$ cat config.mk
export PLATFORM = sky130hd
export DESIGN_NAME = countdown_timer
export DESIGN_NICKNAME = d
export VERILOG_FILES = /design/src/rtl/countdown_timer.sv
export SDC_FILE = /design/constraint.sdc
export NUM_CORES = 1
export LEC_CHECK = 0
export ABC_AREA = 1
export BUFFER_PORTS_ARGS = -buffer_cell sky130_fd_sc_hd__buf_2
export CAP_MARGIN = 5
export CORE_MARGIN = 1.5
export CORE_UTILIZATION = 35
export DETAILED_ROUTE_END_ITERATION = 8
export HOLD_SLACK_MARGIN = 0.12
export PLACE_DENSITY_LB_ADDON = 0.08
export SLEW_MARGIN = 5
export SYNTH_ARGS = -nofsm -noshare
export SYNTH_HDL_FRONTEND = slang
export SYNTH_SLANG_ARGS = --single-unit
export TNS_END_PERCENT = 20
$ cat constraint.sdc
create_clock -name clk -period 2.7 [get_ports clk]
set_clock_uncertainty 0.1 [all_clocks]
set_input_delay 0.405 -clock clk [delete_from_list [all_inputs] [get_ports clk]]
set_output_delay 0.405 -clock clk [all_outputs]
set_load 0.005 [all_outputs]
$ cat src/rtl/countdown_timer.sv
// countdown_timer
// MM:SS countdown held as four BCD digits. Decrements once per rising edge
// of the 1 Hz sec_toggle square wave while running, raises alarm for
// ALARM_TICKS seconds on reaching 00:00, then falls back to IDLE.
// Control strobes are prioritised load > pause > start > tick.

module countdown_timer #(
  parameter int unsigned ALARM_TICKS = 5
) (
  input  logic       clk,
  input  logic       rst,
  input  logic       sec_toggle,
  input  logic       load,
  input  logic [7:0] preset_min,
  input  logic [7:0] preset_sec,
  input  logic       start,
  input  logic       pause,
  output logic [7:0] min_bcd,
  output logic [7:0] sec_bcd,
  output logic       running,
  output logic       alarm,
  output logic       done_pulse,
  output logic       load_err
);

  typedef enum logic [1:0] {
    ST_IDLE  = 2'd0,
    ST_RUN   = 2'd1,
    ST_PAUSE = 2'd2,
    ST_DONE  = 2'd3
  } state_t;

  // Alarm length as an 8-bit compare value (legal range is 1..255).
  localparam logic [7:0] ALARM_LIMIT = ALARM_TICKS[7:0];

  // True when a single BCD digit does not exceed max_d.
  function automatic logic digit_ok(input logic [3:0] d, input logic [3:0] max_d);
    return (d <= max_d);
  endfunction

  // A preset is loadable only if every digit is decimal and seconds < 60.
  function automatic logic preset_valid(input logic [7:0] mm, input logic [7:0] ss);
    return digit_ok(mm[7:4], 4'd9) && digit_ok(mm[3:0], 4'd9) &&
           digit_ok(ss[7:4], 4'd5) && digit_ok(ss[3:0], 4'd9);
  endfunction

  // One-second BCD decrement of {min_tens, min_units, sec_tens, sec_units}.
  // Seconds units borrow from seconds tens (0 -> 9), seconds tens borrow
  // from minutes (0 -> 5), minutes borrow as a plain two-digit BCD value.
  // Callers never present 00:00, so the minutes tens digit is clamped
  // rather than wrapped.
  function automatic logic [15:0] bcd_dec(input logic [15:0] v);
    logic [3:0] d_mt;
    logic [3:0] d_mu;
    logic [3:0] d_st;
    logic [3:0] d_su;
    d_mt = v[15:12];
    d_mu = v[11:8];
    d_st = v[7:4];
    d_su = v[3:0];
    if (d_su != 4'd0) begin
      d_su = d_su - 4'd1;
    end else begin
      d_su = 4'd9;
      if (d_st != 4'd0) begin
        d_st = d_st - 4'd1;
      end else begin
        d_st = 4'd5;
        if (d_mu != 4'd0) begin
          d_mu = d_mu - 4'd1;
        end else begin
          d_mu = 4'd9;
          if (d_mt != 4'd0) begin
            d_mt = d_mt - 4'd1;
          end else begin
            d_mt = 4'd0;
          end
        end
      end
    end
    return {d_mt, d_mu, d_st, d_su};
  endfunction

  state_t      state_r;
  logic        sec_toggle_d_r;
  logic [7:0]  alarm_cnt_r;

  logic        tick_s;
  logic        preset_ok_s;
  logic [15:0] value_s;
  logic [15:0] dec_value_s;
  logic        value_zero_s;
  logic        dec_zero_s;
  logic [7:0]  alarm_cnt_inc_s;
  logic        alarm_last_s;

  // sec_toggle_d_r resets high so a wave already high at reset release
  // does not count as a tick.
  assign tick_s          = sec_toggle & ~sec_toggle_d_r;
  assign preset_ok_s     = preset_valid(preset_min, preset_sec);
  assign value_s         = {min_bcd, sec_bcd};
  assign dec_value_s     = bcd_dec(value_s);
  assign value_zero_s    = (value_s == 16'h0000);
  assign dec_zero_s      = (dec_value_s == 16'h0000);
  assign alarm_cnt_inc_s = alarm_cnt_r + 8'd1;
  assign alarm_last_s    = (alarm_cnt_inc_s == ALARM_LIMIT);

  // Timer FSM: tick edge detect, prioritised control, BCD countdown and
  // alarm timing, with all outputs registered.
  always_ff @(posedge clk or posedge rst) begin
    if (rst) begin
      state_r        <= ST_IDLE;
      sec_toggle_d_r <= 1'b1;
      alarm_cnt_r    <= 8'd0;
      min_bcd        <= 8'h00;
      sec_bcd        <= 8'h00;
      running        <= 1'b0;
      alarm          <= 1'b0;
      done_pulse     <= 1'b0;
      load_err       <= 1'b0;
    end else begin
      sec_toggle_d_r <= sec_toggle;
      done_pulse     <= 1'b0;
      load_err       <= 1'b0;

      if (load && (state_r != ST_RUN)) begin
        // A load outside RUN consumes the cycle whether it is accepted or not.
        if (preset_ok_s) begin
          min_bcd     <= preset_min;
          sec_bcd     <= preset_sec;
          state_r     <= ST_IDLE;
          running     <= 1'b0;
          alarm       <= 1'b0;
          alarm_cnt_r <= 8'd0;
        end else begin
          load_err <= 1'b1;
        end
      end else if (pause && (state_r == ST_RUN)) begin
        state_r <= ST_PAUSE;
        running <= 1'b0;
      end else if (start && ((state_r == ST_IDLE) || (state_r == ST_PAUSE)) && !value_zero_s) begin
        state_r <= ST_RUN;
        running <= 1'b1;
      end else if (tick_s) begin
        case (state_r)
          ST_RUN: begin
            min_bcd <= dec_value_s[15:8];
            sec_bcd <= dec_value_s[7:0];
            if (dec_zero_s) begin
              state_r     <= ST_DONE;
              running     <= 1'b0;
              alarm       <= 1'b1;
              alarm_cnt_r <= 8'd0;
              done_pulse  <= 1'b1;
            end else begin
              state_r <= ST_RUN;
            end
          end
          ST_DONE: begin
            alarm_cnt_r <= alarm_cnt_inc_s;
            if (alarm_last_s) begin
              state_r <= ST_IDLE;
              alarm   <= 1'b0;
            end else begin
              state_r <= ST_DONE;
            end
          end
          default: begin
            // Ticks are ignored while idle or paused.
            state_r <= state_r;
          end
        endcase
      end else begin
        state_r <= state_r;
      end
    end
  end

endmodule

==> impl_metrics.env, run 1 <==
export IMPL_syn_num_nets=358
export IMPL_r2r_cells=15
export IMPL_htree_levels=2
export IMPL_slew_viol_final=0
export IMPL_routedWlPerCell_um=12.4
export IMPL_ys_types=39
export IMPL_syn_inst=332
export IMPL_drt_iter0_markers=85
export IMPL_synth_top_cells_by_count="nand2_1 (116), inv_1 (38), dfrtp_1 (30)"
export IMPL_worstPathArrival_ps=2380
export IMPL_tightest_slew_ps=805
export IMPL_num_rows=29
export IMPL_start_kind="flip-flop"
export IMPL_worst_ep_required_time_ps=2770
export IMPL_grt_pass1_wl_um=9720
export IMPL_synth_area_leaders="dfrtp_1 (33%), nand2_1 (19%), inv_1 (6.3%)"
export IMPL_die_y_um=83.6
export IMPL_cts_setup_buffers=0
export IMPL_worst_hold_slack_ps=145
export IMPL_core_area_um2=6310
export IMPL_start_util=0.360
export IMPL_ys_ff_latch=31
export IMPL_ant_nets=0
export IMPL_combPwrFrac=0.553
export IMPL_yosysTopAreaCell="dfrtp_1"
export IMPL_async_reset_ff_frac=1.00
export IMPL_grt_setup_unrepaired="no"
export IMPL_track_usage=0.172
export IMPL_syn_area_um2=2270
export IMPL_vias_per_cell=4.82
export IMPL_finalSetupViolCount=0
export IMPL_hp_start="sec_toggle"
export IMPL_cts_tree="yes"
export IMPL_power_leakage_nw=1.37
export IMPL_dr_total_vias=2190
export IMPL_final_hold_viol_count=0
export IMPL_globalplace_congestion=0.842
export IMPL_synth_most_common_cell="nand2_1"
export IMPL_numCtsBuffers=5
export IMPL_setup_tns_ps=0
export IMPL_fin_cells=454
export IMPL_avgSynthCellArea_um2=6.85
export IMPL_period_share=0.858
export IMPL_dp_hpwl_um=4340
export IMPL_regToRegSetupSlack_ps=380
export IMPL_end_kind="flip-flop"
export IMPL_holdPathStages=1
export IMPL_io_pins=42
export IMPL_powerDensity_nw_per_um2=955
export IMPL_drv_cap=0
export IMPL_routed_wl_um=5640
export IMPL_clkPwrFrac=0.146
export IMPL_drcViolationCount=0
export IMPL_synth_edf_count=0
export IMPL_min_period_ps=2320
export IMPL_dieWidth_um=83.6
export IMPL_synth_seq_area_share=0.342
export IMPL_grt_pass1_vias=2086
export IMPL_worstHoldPathType="in2reg"
export IMPL_p_switching_mw=1.23
export IMPL_clock_path_buffers=2
export IMPL_path_max_fanout=16
export IMPL_post_cts_resized=0
export IMPL_dieArea_um2=6990
export IMPL_min_to="sec_toggle_d_r"
export IMPL_final_nets=402
export IMPL_grt_ovfl_total=0
export IMPL_portBuffers=41
export IMPL_yosys_warnings=0
export IMPL_synthFlopType="dfrtp_1"
export IMPL_outcome="finished, final reports clean"
export IMPL_dpl_cell_count=446
export IMPL_clkSinkCount=31
export IMPL_fmaxAchievable_mhz=432
export IMPL_area_growth_pct=16.0
export IMPL_fillCellCount=687
export IMPL_cellInternalPower_mw=1.29
export IMPL_finalPower_mw=2.52
export IMPL_clkLatencyLatePin_ps=290
export IMPL_holdBufCountCts=0
export IMPL_yosysTopAreaCellShare=0.330
export IMPL_root_buffer="clkbuf_8"
export IMPL_timing_rr_start="sec_bcd[0]"
export IMPL_antenna_found_initial=0
export IMPL_slew_headroom=0.463
export IMPL_switching_share=0.487
export IMPL_clk_pin_slew_ps=70
export IMPL_grt_max_degree=33
export IMPL_p_seq_frac=0.302
export IMPL_peakVddDrop_uv=388
export IMPL_reg2reg_to="alarm_cnt_r[4]"
export IMPL_firstDrtPassIters=4
export IMPL_antenna_cells=0
export IMPL_worst_setup_path_type="reg2reg"
export IMPL_drive_gt1_frac=0.218
-- worst max path at each step --
| stage | from | to | slack, ps | depth (start not counted) |
|---|---|---|---|---|
| after CTS | sec_bcd[0] | alarm_cnt_r[4] | 360 | 15 |
| after global routing | sec_bcd[0] | alarm_cnt_r[3] | 130 | 15 |
| final | sec_bcd[0] | alarm_cnt_r[4] | 380 | 15 |
| after global placement | sec_bcd[0] | alarm_cnt_r[6] | 450 | 15 |
| after detailed placement | sec_bcd[0] | alarm_cnt_r[1] | 370 | 15 |
| after floorplan | sec_bcd[0] | alarm_cnt_r[7] | 580 | 16 |
-- per-stage QoR --
| step | util | worst slack, ps | area [µm²] |
|---|---|---|---|
| floorplan | - | 582 | 2270 |
| global placement | 0.405 | 446 | 2560 |
| detailed placement | 0.405 | 366 | 2560 |
| CTS | 0.418 | 356 | 2640 |
| global route | 0.418 | 128 | 2640 |
| finish | 0.418 | 385 | 2640 |
-- placed cells by master (no fill, tap or decap), drive strengths merged, types with 2 or more instances in the layout --
| master | n |
|---|---|
| o21ai | 41 |
| inv | 42 |
| buf | 44 |
| nand3 | 22 |
| clkbuf | 8 |
| nand4 | 7 |
| nand2 | 124 |
| dfrtp | 30 |
| a21oi | 5 |
| nor3 | 2 |
| xor2 | 3 |
| nor2 | 31 |
| a31oi | 4 |
| ha | 4 |
-- sequential cells by signal, indices dropped and copies added, names as in the netlist --
name / count
alarm_cnt_r: 8
min_bcd: 8
sec_bcd: 8
state_r: 2
alarm: 1
done_pulse: 1
load_err: 1
running: 1
sec_toggle_d_r: 1
-- power groups by stage --
| stage | clock network, mW | registers [mW] | logic, mW |
|---|---|---|---|
| 3_3_place_gp | 0 | 0.770 | 1.41 |
| 3_5_place_dp | 0 | 0.769 | 1.39 |
| 4_1_cts | 0.380 | 0.762 | 1.40 |
| 2_1_floorplan | 0 | 0.758 | 1.03 |
| 5_1_grt | 0.402 | 0.791 | 1.59 |
| 6_report | 0.366 | 0.760 | 1.39 |
-- critical path: stages (launching register included) --
cell and delay, ps:
dfrtp_1 390, inv_1 120, ha_1 280, nand2_1 90, nor2_2 170, nand2_2 100, nand2_1 80, nand2_1 50
nor2_1 90, nand2_1 70, nor2_2 110, nand3_2 110, nand2_2 120, nand2_4 150, nand2_1 110, o21ai_2 50
-- metal layers --
layer  GRT usage  part of all wire
met5           0                 0
met4      0.0402            0.0098
met3      0.0386             0.038
met2       0.276              0.45
met1       0.236              0.50
-- final cells by class --
type	count	area, µm²	share of cell area
Timing Repair Buffer	44	240	0.0911
Sequential cell	31	777	0.295
Multi-Input combinational cell	252	1280	0.487
Inverter	42	160	0.0607
Tap cell	77	96.3	0.0365
Clock buffer	8	80.1	0.0304
-- logic make-up (layout without fill, tap and decap cells) --
logic type,Yosys count,count (layout),share of synthesized area
xor gates and xnor gates,4,4,0.0154
AOI/OAI and AO/OA,52,52,0.144
DFF,31,31,0.342
and+or+nand+nor,192,192,0.384
adders and majority gates,4,4,0.0220
buffers and inverters,49,94,0.0936
No activity file was read; power rests on OpenSTA's default activity.
==> run 2: changes to the inputs <==
--- a/config.mk
+++ b/config.mk
@@ -10,6 +10,7 @@
 export CAP_MARGIN = 5
 export CORE_MARGIN = 1.5
 export CORE_UTILIZATION = 35
+export CTS_BUF_LIST = sky130_fd_sc_hd__clkbuf_4
 export DETAILED_ROUTE_END_ITERATION = 8
 export HOLD_SLACK_MARGIN = 0.12
 export PLACE_DENSITY_LB_ADDON = 0.08
==> impl_metrics.env, run 2 (synthesized netlist as in run 1, its figures left out) <==
export IMPL_io_pins=42
export IMPL_outcome="finished, final reports clean"
export IMPL_grt_pass1_wl_um=9710
export IMPL_dieArea_um2=6990
export IMPL_dieWidth_um=83.6
export IMPL_min_period_ps=2340
export IMPL_antenna_found_initial=0
export IMPL_dp_hpwl_um=4340
export IMPL_worst_setup_path_type="reg2reg"
export IMPL_worstHoldPathType="in2async"
export IMPL_utilization=0.416
export IMPL_drcViolationCount=0
export IMPL_start_util=0.360
export IMPL_p_seq_frac=0.309
export IMPL_switching_share=0.493
export IMPL_worst_hold_slack_ps=95.2
export IMPL_clkSinkCount=31
export IMPL_globalplace_congestion=0.842
export IMPL_root_buffer="clkbuf_4"
export IMPL_num_rows=29
export IMPL_layout_setup_ws_ps=359
export IMPL_slew_headroom=0.464
export IMPL_final_cell_mix="nand2_1 (116), buf_2 (41), inv_1 (38), dfrtp_1 (30), nor2_1 (25)"
export IMPL_clk_pin_slew_ps=110
export IMPL_multi_input_area_um2=1280
export IMPL_dr_total_vias=2183
export IMPL_core_area_um2=6310
export IMPL_start_kind="flip-flop"
export IMPL_setup_tns_ps=0
export IMPL_tightest_slew_ps=803
export IMPL_antenna_cells=0
export IMPL_grt_ovfl_total=0
export IMPL_clkPwrFrac=0.124
export IMPL_grt_max_degree=33
export IMPL_finalPower_mw=2.45
export IMPL_drv_cap=0
export IMPL_slew_viol_final=0
export IMPL_final_hold_viol_count=0
export IMPL_period_share=0.867
export IMPL_cts_setup_buffers=0
export IMPL_powerDensity_nw_per_um2=934
export IMPL_track_usage=0.173
export IMPL_r2r_cells=15
export IMPL_crit_start="sec_bcd[0]"
export IMPL_worstPathArrival_ps=2460
export IMPL_clock_path_buffers=2
export IMPL_ant_nets=0
export IMPL_seq_area_um2=777
export IMPL_htree_levels=2
export IMPL_reg_largest_list="alarm_cnt_r x8, min_bcd x8, sec_bcd x8"
export IMPL_end_kind="flip-flop"
export IMPL_finalSetupViolCount=0
export IMPL_final_nets=403
export IMPL_pre_cts_slack_ps=366
export IMPL_numCtsBuffers=5
export IMPL_drive_gt1_frac=0.225
export IMPL_p_switching_mw=1.21
export IMPL_routedWlPerCell_um=12.3
export IMPL_final_common_cell="nand2_1"
export IMPL_timing_rr_start="sec_bcd[0]"
export IMPL_firstDrtPassIters=4
export IMPL_fillCellCount=687
export IMPL_clkLatencyLatePin_ps=340
export IMPL_path_max_fanout=16
export IMPL_peakVddDrop_uv=389
export IMPL_routed_wl_um=5600
export IMPL_worst_ep_required_time_ps=2820
export IMPL_grt_setup_unrepaired="no"
export IMPL_power_leakage_nw=1.37
export IMPL_drt_iter0_markers=76
export IMPL_combPwrFrac=0.567
export IMPL_area_growth_pct=15.6
export IMPL_post_cts_resized=0
export IMPL_cts_tree="yes"
export IMPL_grt_pass1_vias=2084
export IMPL_vias_per_cell=4.80
export IMPL_fmaxAchievable_mhz=427
export IMPL_portBuffers=41
export IMPL_cellInternalPower_mw=1.24
export IMPL_die_y_um=83.6
## run 2: path summary, 6_finish.rpt
kind	slack (ps)	end
max	360	alarm_cnt_r[4]
min	100	sec_bcd[0]
max reg2reg	360	alarm_cnt_r[4]
min reg2reg	370	running
max in group asynchronous	1780	state_r[1]
min in group clk	280	sec_bcd[4]
## run 2: cell type report
type,count,area share
clock buffer,8,0.0229
inverter,42,0.0610
multi-input combinational,252,0.489
sequential,31,0.296
tap,77,0.0367
timing repair buffer,45,0.0952
## run 2: metrics by stage
stage	instances	cell area [µm²]
after floorplan	332	2270
after global placement	446	2560
after detailed placement	446	2560
after CTS	455	2630
after global routing	455	2630
final	455	2630
## run 2: power groups by stage
| stage | sequential, mW | combinational (mW) | clock [mW] |
|---|---|---|---|
| after floorplan | 0.758 | 1.03 | 0 |
| after global placement | 0.770 | 1.41 | 0 |
| after detailed placement | 0.769 | 1.39 | 0 |
| after CTS | 0.760 | 1.40 | 0.322 |
| after global routing | 0.790 | 1.59 | 0.344 |
| final | 0.758 | 1.39 | 0.304 |
## run 2: metal layers
metal	global-route usage	share of wire	vias to the layer above
met5	0	0	-
met4	0.0447	0.0079	0
met3	0.0415	0.041	4
met2	0.273	0.45	41
met1	0.237	0.51	989
li1	-	-	1149
## run 2: critical path: stages (launching register included)
cell	delay (ps)
dfrtp_1	410
inv_1	120
ha_1	280
nand2_1	90
nor2_2	170
nand2_2	100
nand2_1	80
nand2_1	50
nor2_1	100
nand2_1	70
nor2_2	110
nand3_2	110
nand2_2	120
nand2_4	150
nand2_1	110
o21ai_2	50
## run 2: timing repair
| action | CTS | global route |
|---|---|---|
| hold buffers | 1 | 0 |
| setup endpoints to repair | 0 | 0 |
| hold endpoints to repair | 1 | 0 |
==> run 3: changes to the inputs <==
--- a/config.mk
+++ b/config.mk
@@ -5,7 +5,6 @@
 export SDC_FILE = /design/constraint.sdc
 export NUM_CORES = 1
 export LEC_CHECK = 0
-export ABC_AREA = 1
 export BUFFER_PORTS_ARGS = -buffer_cell sky130_fd_sc_hd__buf_2
 export CAP_MARGIN = 5
 export CORE_MARGIN = 1.5
==> impl_metrics.env, run 3 <==
export IMPL_min_period_ps=2410
export IMPL_synth_edf_count=0
export IMPL_critical_path_max_stage_delay_ps=350
export IMPL_cp_num_buf_inv=3
export IMPL_final_hold_viol_count=0
export IMPL_yosysTopAreaCellShare=0.371
export IMPL_core_area_um2=5540
export IMPL_cts_tree="yes"
export IMPL_track_usage=0.185
export IMPL_grt_ovfl_total=0
export IMPL_fin_area_um2=2440
export IMPL_numCtsBuffers=5
export IMPL_start_util=0.365
export IMPL_drcViolationCount=0
export IMPL_reg_largest_list="alarm_cnt_r x8, min_bcd x8, sec_bcd x8"
export IMPL_r2r_cells=10
export IMPL_async_reset_ff_frac=1.00
export IMPL_slew_viol_final=0
export IMPL_fmaxAchievable_mhz=415
export IMPL_clock_path_buffers=2
export IMPL_tightest_slew_ps=565
export IMPL_die_y_um=79.0
export IMPL_syn_num_nets=267
export IMPL_clk_pin_slew_ps=110
export IMPL_critical_path_top_delay_family="compound AO/OA/AOI/OAI gates"
export IMPL_finalSetupViolCount=0
export IMPL_final_common_cell="buf_2"
export IMPL_outcome="finished, final reports clean"
export IMPL_layout_setup_ws_ps=293
export IMPL_hp_start="preset_min[7]"
export IMPL_switching_share=0.453
export IMPL_start_kind="flip-flop"
export IMPL_timing_rr_start="sec_bcd[0]"
export IMPL_critPathSlowestCell="dfrtp_1"
export IMPL_drt_iter0_markers=118
export IMPL_cp_common_cell="buf_4"
export IMPL_routed_wl_um=5470
export IMPL_holdPathStages=2
export IMPL_synthFlopType="dfrtp_1"
export IMPL_yosysTopAreaCell="dfrtp_1"
export IMPL_htree_levels=2
export IMPL_grt_max_degree=24
export IMPL_globalplace_congestion=0.824
export IMPL_dieWidth_um=79.0
export IMPL_worstHoldPathType="in2reg"
export IMPL_regToRegSetupSlack_ps=290
export IMPL_clkLatencyLatePin_ps=340
export IMPL_num_rows=27
export IMPL_combPwrFrac=0.501
export IMPL_grt_pass1_wl_um=8930
export IMPL_syn_inst=241
export IMPL_dr_total_vias=1957
export IMPL_dpl_cell_area_um2=2360
export IMPL_synth_seq_area_share=0.384
export IMPL_ys_types=54
export IMPL_worstPathArrival_ps=2520
export IMPL_area_growth_pct=20.9
export IMPL_worstPathCellList="inv_1 -> ha_1 -> nor4b_2 -> buf_4 -> and3_1 -> a31oi_4 -> nand3_2 -> a2111oi_4 -> buf_4 -> a31oi_1"
export IMPL_vias_per_cell=5.33
export IMPL_grt_pass1_vias=1861
export IMPL_period_share=0.892
export IMPL_path_max_fanout=8
export IMPL_clkPwrFrac=0.123
export IMPL_portBuffers=41
export IMPL_grt_setup_unrepaired="no"
export IMPL_antenna_cells=0
export IMPL_min_to="min_bcd[7]"
export IMPL_pre_cts_slack_ps=138
export IMPL_avgSynthCellArea_um2=8.39
export IMPL_slew_headroom=0.620
export IMPL_final_cell_mix="buf_2 (41), o21ai_0 (31), dfrtp_1 (30), nand2_1 (28)"
export IMPL_io_pins=42
export IMPL_reg2reg_to="alarm_cnt_r[5]"
export IMPL_setup_tns_ps=0
export IMPL_synth_top_cells_by_count="o21ai_0 (31), dfrtp_1 (30), nand2_1 (28)"
export IMPL_worst_setup_path_type="reg2reg"
export IMPL_ys_ff_latch=31
export IMPL_worst_ep_required_time_ps=2810
export IMPL_root_buffer="clkbuf_4"
export IMPL_fillCellCount=581
export IMPL_drv_cap=0
export IMPL_p_seq_frac=0.376
export IMPL_power_leakage_nw=1.06
export IMPL_drive_gt1_frac=0.241
export IMPL_synth_most_common_cell="o21ai_0"
export IMPL_yosys_warnings=0
export IMPL_firstDrtPassIters=4
export IMPL_clkSinkCount=31
export IMPL_antenna_found_initial=0
export IMPL_final_nets=320
export IMPL_dieArea_um2=6240
export IMPL_p_switching_mw=1.03
export IMPL_dp_hpwl_um=4030
export IMPL_ant_nets=0
export IMPL_powerDensity_nw_per_um2=926
export IMPL_cellInternalPower_mw=1.24
export IMPL_synth_area_leaders="dfrtp_1 (37%), o21ai_0 (7.7%), a21oi_1 (5.7%)"
export IMPL_syn_area_um2=2020
export IMPL_end_kind="flip-flop"
export IMPL_routedWlPerCell_um=14.9
export IMPL_peakVddDrop_uv=447
-- run 3: power groups by stage --
stage | sequential (mW) | combinational, mW | clock (mW)
final | 0.852 | 1.13 | 0.279
after global routing | 0.884 | 1.28 | 0.312
after CTS | 0.851 | 1.14 | 0.293
after detailed placement | 0.861 | 1.13 | 0
after global placement | 0.864 | 1.14 | 0
after floorplan | 0.849 | 0.708 | 0
-- run 3: timing repair --
action                                 4_1_cts  5_1_grt
endpoints found under the hold margin       13        0
setup endpoints to repair                    0        8
buffers inserted                             0        1
resized for setup                            0        0
hold buffers                                 2        0
-- run 3: per-stage QoR --
stage               power [mW]  hold WS (ps)  utilization  std cells
detailed placement        1.99           367        0.427        356
global placement          2.01           366        0.427        356
global route              2.47           193        0.441        367
finish                    2.26           225        0.441        367
CTS                       2.28           208        0.440        366
floorplan                 1.56           309            -        241
-- run 3: cell families after synthesis --
group,Yosys count,synth area share
simple gates,92,0.238
mux,3,0.0155
flops,31,0.384
compound gates,88,0.287
xor+xnor,3,0.0130
fa+ha+maj,4,0.0248
buf+inv,20,0.0377
-- run 3: worst max-delay path by stage --
stage               start              to  slack (ps)  cells past startpoint
6_report       sec_bcd[0]  alarm_cnt_r[5]         290                     10
3_5_place_dp   sec_bcd[1]  alarm_cnt_r[7]         140                      8
5_1_grt        sec_bcd[1]  alarm_cnt_r[7]         110                      9
3_3_place_gp   sec_bcd[0]  alarm_cnt_r[2]         120                      9
4_1_cts        sec_bcd[1]  alarm_cnt_r[5]         100                      8
2_1_floorplan  sec_bcd[0]  alarm_cnt_r[2]         100                      8
-- run 3: layer usage --
layer | vias to the layer above | track usage | wire length, µm
li1 | 991 | - | -
met5 | - | 0 | 0
met2 | 50 | 0.292 | 2510
met4 | 0 | 0.0684 | 82
met3 | 9 | 0.0402 | 203
met1 | 907 | 0.247 | 2670
-- run 3: layout make-up --
class / count / area, µm² / share of cell area
Clock buffer: 6 / 45.0 / 0.0184
Tap cell: 72 / 90.1 / 0.0368
Multi-Input combinational cell: 190 / 1170 / 0.478
Clock inverter: 2 / 7.51 / 0.00307
Timing Repair Buffer: 55 / 315 / 0.129
Sequential cell: 31 / 777 / 0.318
Inverter: 11 / 41.3 / 0.0169
-- run 3: worst register-to-register path: cells and delay by family (launching register included) --
kind	cells	cell delay, ps
AOI/OAI and AO/OA	3	630
DFF	1	350
buffers and inverters	3	440
and+or+nand+nor	3	570
adders and majority gates	1	200
